`config.mk`:
```
export PLATFORM = sky130hd
export DESIGN_NAME = elastic_pipe_reg
export DESIGN_NICKNAME = d
export VERILOG_FILES = /design/src/rtl/cpu_types_pkg.sv /design/src/rtl/sat_counter.sv /design/src/rtl/elastic_pipe_reg.sv
export SDC_FILE = /design/constraint.sdc
export NUM_CORES = 1
export LEC_CHECK = 0
export CAP_MARGIN = 0
export CORE_MARGIN = 1
export CORE_UTILIZATION = 35
export CTS_CLUSTER_DIAMETER = 150
export DETAILED_ROUTE_END_ITERATION = 12
export GPL_TIMING_DRIVEN = 1
export HOLD_SLACK_MARGIN = 0.05
export PLACE_DENSITY_LB_ADDON = 0.2
export RECOVER_POWER = 25
export SLEW_MARGIN = 20
export SYNTH_ARGS = -nofsm -noshare
export SYNTH_HDL_FRONTEND = slang
export SYNTH_SLANG_ARGS = --single-unit
```
`constraint.sdc`:
```
create_clock -name CLK -period 1.97 [get_ports CLK]
set_clock_uncertainty 0.15 [all_clocks]
set_input_delay 0.591 -clock CLK [delete_from_list [all_inputs] [get_ports CLK]]
set_output_delay 0.591 -clock CLK [all_outputs]
set_load 0.02 [all_outputs]
```
`src/rtl/cpu_types_pkg.sv`:
```
// -----------------------------------------------------------------------------
// cpu_types_pkg
// Shared types for the pipelined datapath.
//   - pipe_state_t : occupancy state of an elastic pipeline register
//   - word_t, regbits_t, opcode_t, funct_t : basic datapath fields
//   - ex_mem_t     : packed EX/MEM payload; a stage wrapper instantiates
//                    elastic_pipe_reg with WIDTH = $bits(ex_mem_t)
//   - occupancy_of : maps a pipe_state_t to its entry count
// -----------------------------------------------------------------------------
package cpu_types_pkg;

  typedef enum logic [1:0] {
    EMPTY = 2'd0,
    ONE   = 2'd1,
    TWO   = 2'd2
  } pipe_state_t;

  typedef logic [31:0] word_t;
  typedef logic [4:0]  regbits_t;
  typedef logic [5:0]  opcode_t;
  typedef logic [5:0]  funct_t;

  typedef struct packed {
    word_t    alu_result;
    word_t    store_data;
    regbits_t dest_reg;
    opcode_t  opcode;
    funct_t   funct;
    logic     mem_read;
    logic     mem_write;
    logic     reg_write;
  } ex_mem_t;

  localparam int EX_MEM_W = $bits(ex_mem_t);

  function automatic logic [1:0] occupancy_of(pipe_state_t s);
    case (s)
      ONE:     return 2'd1;
      TWO:     return 2'd2;
      default: return 2'd0;
    endcase
  endfunction

endpackage

```
`src/rtl/sat_counter.sv`:
```
// -----------------------------------------------------------------------------
// sat_counter
// Up-counter that stops at its all-ones value instead of wrapping.
// Ports:
//   CLK   : clock, rising edge
//   nRST  : asynchronous active-low reset, clears the count
//   inc   : count one event this cycle
//   count : current saturating count
// -----------------------------------------------------------------------------
module sat_counter #(
  parameter int CNT_W = 16
) (
  input  logic             CLK,
  input  logic             nRST,
  input  logic             inc,
  output logic [CNT_W-1:0] count
);

  logic [CNT_W-1:0] count_q;
  logic [CNT_W-1:0] count_d;

  always_comb begin
    count_d = count_q;
    if (inc && (count_q != '1)) begin
      count_d = count_q + CNT_W'(1);
    end
  end

  always_ff @(posedge CLK or negedge nRST) begin
    if (!nRST) begin
      count_q <= '0;
    end else begin
      count_q <= count_d;
    end
  end

  assign count = count_q;

endmodule

```
`src/rtl/elastic_pipe_reg.sv`:
```
// -----------------------------------------------------------------------------
// elastic_pipe_reg
// Handshaked pipeline register with a two-entry skid buffer. in_ready comes
// straight from the state flop, so a downstream stall never reaches upstream
// combinationally. Flush squashes both entries and presents NOP_VALUE.
// Ports:
//   CLK, nRST          : clock / asynchronous active-low reset
//   flush              : synchronous squash, wins over any transfer
//   in_valid/in_ready  : upstream handshake (in_ready is registered)
//   in_data            : upstream payload
//   out_valid/out_ready: downstream handshake
//   out_data           : oldest held payload, NOP_VALUE when empty
//   occupancy          : held entries, 0..2
//   stall_cnt          : saturating count of out_valid && !out_ready cycles
// -----------------------------------------------------------------------------
module elastic_pipe_reg
  import cpu_types_pkg::*;
#(
  parameter int               WIDTH     = 32,
  parameter logic [WIDTH-1:0] NOP_VALUE = '0,
  parameter int               CNT_W     = 16
) (
  input  logic             CLK,
  input  logic             nRST,
  input  logic             flush,
  input  logic             in_valid,
  output logic             in_ready,
  input  logic [WIDTH-1:0] in_data,
  output logic             out_valid,
  input  logic             out_ready,
  output logic [WIDTH-1:0] out_data,
  output logic [1:0]       occupancy,
  output logic [CNT_W-1:0] stall_cnt
);

  pipe_state_t      state_q, state_d;
  logic [WIDTH-1:0] main_q,  main_d;
  logic [WIDTH-1:0] skid_q,  skid_d;

  logic in_xfer;
  logic out_xfer;

  assign in_ready  = (state_q != TWO);
  assign out_valid = (state_q != EMPTY);
  assign occupancy = occupancy_of(state_q);
  assign out_data  = main_q;

  assign in_xfer  = in_valid && in_ready;
  assign out_xfer = out_valid && out_ready;

  // NOTE: every variable gets a hold default before any branch, so no path
  // through this block leaves a signal unassigned and no latch is inferred.
  always_comb begin
    state_d = state_q;
    main_d  = main_q;
    skid_d  = skid_q;

    if (flush) begin
      state_d = EMPTY;
      main_d  = NOP_VALUE;
      skid_d  = NOP_VALUE;
    end else begin
      case (state_q)
        EMPTY: begin
          if (in_xfer) begin
            main_d  = in_data;
            state_d = ONE;
          end
        end
        ONE: begin
          if (in_xfer && out_xfer) begin
            main_d = in_data;
          end else if (in_xfer) begin
            skid_d  = in_data;
            state_d = TWO;
          end else if (out_xfer) begin
            main_d  = NOP_VALUE;
            state_d = EMPTY;
          end
        end
        TWO: begin
          // in_ready is low here, so only the drain side can move.
          if (out_ready) begin
            main_d  = skid_q;
            state_d = ONE;
          end
        end
        default: begin
          state_d = EMPTY;
          main_d  = NOP_VALUE;
          skid_d  = NOP_VALUE;
        end
      endcase
    end
  end

  // NOTE: state is updated with non-blocking assignments so every flop samples
  // the pre-edge values. The two payload registers are reset too: out_data
  // must read NOP_VALUE immediately after reset, not whatever was left over.
  always_ff @(posedge CLK or negedge nRST) begin
    if (!nRST) begin
      state_q <= EMPTY;
      main_q  <= NOP_VALUE;
      skid_q  <= NOP_VALUE;
    end else begin
      state_q <= state_d;
      main_q  <= main_d;
      skid_q  <= skid_d;
    end
  end

  sat_counter #(
    .CNT_W (CNT_W)
  ) u_stall_cnt (
    .CLK   (CLK),
    .nRST  (nRST),
    .inc   (out_valid && !out_ready),
    .count (stall_cnt)
  );

endmodule

```
==> flow_summary_export.csv <==
group,metric,value,unit
sta,hold_viol_final,0,
synthesis,synthMuxAreaShare,0.599,%
detailed_routing,drc,0,
synthesis,synth.top_cell.area_share,57.8,%
clock_network,numClockSinks,82,
die,dieHeight,103,µm
clock_network,clock-root-buffer,"clkbuf_8",
clock_network,clockBufferDepth,2,
cells_and_area,final_nets,523,
worst_setup_path,reg2reg_slack,80,ps
job,drv_cap,0,
sta,tns,0,ps
power_and_ir_drop,p_leak,2.43,nW
place,post-place-ws,-392,ps
detailed_routing,wl_per_cell,14.6,µm
power_and_ir_drop,p_seq_share,47.5,%
hold_path,min-delay-start,"out_data[16]",
worst_setup_path,reg2reg_to,"u_stall_cnt.count[8]",
die,dieWidth,103,µm
synthesis,synth_compound_area_share,17.6,%
cells_and_area,layout-drive-gt1-share,15.9,%
synthesis,synth_edf_count,0,
place,placed_cell_area,4930,µm²
power_and_ir_drop,internal_power,2.84,mW
cells_and_area,syn2layout_area_growth,44.3,%
synthesis,synth-simple-area-share,17.0,%
clock_network,h-tree-depth,3,
power_and_ir_drop,power.density,789,nW/µm²
worst_setup_path,worstPathArrival,1220,ps
hold_path,hold_class,"flip-flop to flip-flop",
place,port_buffers,88,
synthesis,yosysSeqAreaShare,57.8,%
global_route,grt_first_pass_wirelength,14.2,mm
detailed_routing,first_pass_iters,4,
clock_network,cts_tree,"yes",
detailed_routing,drtIter0Drc,149,
synthesis,synth.most_common_cell,"nand2_1",
worst_setup_path,cp-end-kind,"primary output",
synthesis,synthCells,368,
synthesis,synth-async-reset-ratio,100,%
power_and_ir_drop,switching_share,29.8,%
clock_network,numCtsBuffers,9,
detailed_routing,route.vias.total,3009,
worst_setup_path,worstSetupStartpointType,"flip-flop",
synthesis,synthAdderAreaFrac,0.352,%
worst_setup_path,ff2ff_path_depth,5,
synthesis,synth_top_area_cell,"dfrtp_1",
cells_and_area,layout.area.seq,2060,µm²
synthesis,synth_cell_types,31,
worst_setup_path,timing.rr.start,"u_stall_cnt.count[9]",
sta,maxSlewHeadroom,65.2,%
die,num_rows,36,
worst_setup_path,crit_type,"flip-flop to primary output",
synthesis,synth_area_per_cell,9.65,µm²
sta,finalSetupViolCount,0,
global_route,grt_usage,17.8,%
worst_setup_path,cp.required,1230,ps
power_and_ir_drop,p_switching,1.20,mW
sta,grt_setup_unrepaired,"true",
global_route,grt_pass1_vias,2849,
global_route,antenna_found_initial,0,
sta,max_slew.worst_pin.slew,522,ps
cells_and_area,fill_cells,963,
sta,period_needed,1960,ps
clock_network,clk_latency,350,ps
worst_setup_path,crit_path_max_fanout,3,
sta,fmax,509,MHz
synthesis,ys_seq_elements,82,
detailed_routing,postRouteAntennaNets,0,
power_and_ir_drop,clockPowerShare,29.5,%
place,dpl.hpwl,6.03,mm
die,die_area,10500,µm²
hold_path,holdPathEnd,"out_data[16]",
place,finalWeightedCongestion,0.792,
cells_and_area,multi_input_area,1450,µm²
cells_and_area,antenna_cells,0,
detailed_routing,vias_per_cell,4.83,
synthesis,synth_top_family_by_area,"compound AO/OA/AOI/OAI gates",
status,status,"complete, no violations",
hold_path,min_path_cells,2,
synthesis,synthFlopType,"dfrtp_1",
die,initial_utilization,36.1,%
global_route,grt_max_degree,37,
sta,min_period_over_period,99.7,%
global_route,grt_remaining_overflow,0,
power_and_ir_drop,vdd_drop_max,359,µV
synthesis,yosys-top-cells-area,"dfrtp_1 58%, nand2_1 11%, o21ai_1 9.0%",
sta,setup_ws,6.46,ps
synthesis,synthXorXnorAreaFrac,3.70,%
cells_and_area,fin_area,5120,µm²
die,ioPinCount,89,
synthesis,yosys-top-cells-count,"108 x nand2_1, 82 x dfrtp_1, 64 x o21ai_1",
power_and_ir_drop,power.total,4.04,mW
synthesis,ys_warn_count,0,
synthesis,syn-num-nets,406,
clock_network,clk_pin_slew_worst_paths,80,ps
detailed_routing,routed_wl,9.07,mm
synthesis,synthesis.area,3550,µm²
cells_and_area,utilization,52.2,%
sta,final-max-slew-violation-count,0,
power_and_ir_drop,share_comb_of_total_power,23.0,%
die,core_area,9820,µm²
## flip-flops by register name (all words and copies together) (netlist names)
register / cells
out_data: 32
skid_q: 32
u_stall_cnt.count: 16
state_q: 2
## power groups by stage
| stage | Combinational (mW) | Sequential, mW | Clock, mW |
|---|---|---|---|
| 3_3_place_gp | 0.931 | 1.95 | 0 |
| 2_1_floorplan | 0.290 | 2.06 | 0 |
| 4_1_cts | 0.880 | 1.92 | 1.22 |
| 5_1_grt | 1.01 | 1.94 | 1.30 |
| 6_report | 0.929 | 1.92 | 1.19 |
| 3_5_place_dp | 0.942 | 1.96 | 0 |
## per-stage QoR
stage	hold slack, ps	cells
after detailed placement	326	598
final	339	623
after global placement	317	598
after global routing	361	623
after floorplan	145	368
after CTS	343	618
## layer usage
metal / vias up / track usage (%) / routed length (µm)
li1: 1491 / - / -
met1: 1429 / 24.4 / 4170
met2: 81 / 28.5 / 4390
met3: 8 / 3.53 / 398
met4: 0 / 5.60 / 102
met5: - / 0 / 0
## worst max path at each step
stage,from,endpoint,slack (ps),depth (start not counted)
after floorplan,state_q[0],in_ready,-10,5
after global placement,out_ready,u_stall_cnt.count[14],-350,6
after detailed placement,out_ready,u_stall_cnt.count[14],-390,6
after CTS,state_q[0],occupancy[0],-30,3
after global routing,state_q[0],occupancy[0],-30,3
final,state_q[0],out_valid,6,2
## critical path, stage by stage, from the launching register on
cell and delay, ps:
dfrtp_2 450, or2_1 260, buf_2 170
## what timing repair did
item                                    4_1_cts  5_1_grt
setup buffers                                 3        5
endpoints found under the hold margin        18        0
gates resized for setup                      67       11
endpoints found under the setup margin       54       28
pin swaps                                     0        5
hold buffers                                  1        0
## logic make-up (layout without fill, tap and decap cells)
group	count (synthesis)	in the layout
AOI/OAI and AO/OA	105	105
xor gates and xnor gates	15	15
adders and majority gates	1	1
buffers and inverters	26	148
DFF	82	82
muxes	2	2
and+or+nand+nor	137	137
## layout make-up
class | instances | share of cell area [%]
tap | 133 | 3.25
sequential | 82 | 40.1
inverter | 2 | 0.147
clock buffer | 12 | 2.64
clock inverter | 4 | 1.03
timing repair buffer | 130 | 24.5
multi-input combinational | 260 | 28.3
## cells in the final DEF, fill, tap and decap left out, types with 9 or more instances in the layout
cell type,netlist,layout
nand2_1,108,108
dfrtp_1,82,79
o21ai_1,64,64
dlygate4sd2_1,0,44
clkdlybuf4s50_1,0,34
a22oi_1,32,32
buf_4,0,30
xnor2_1,10,10
buf_12,0,10
clkbuf_8,0,9
Power figures use the tool's default switching activity.
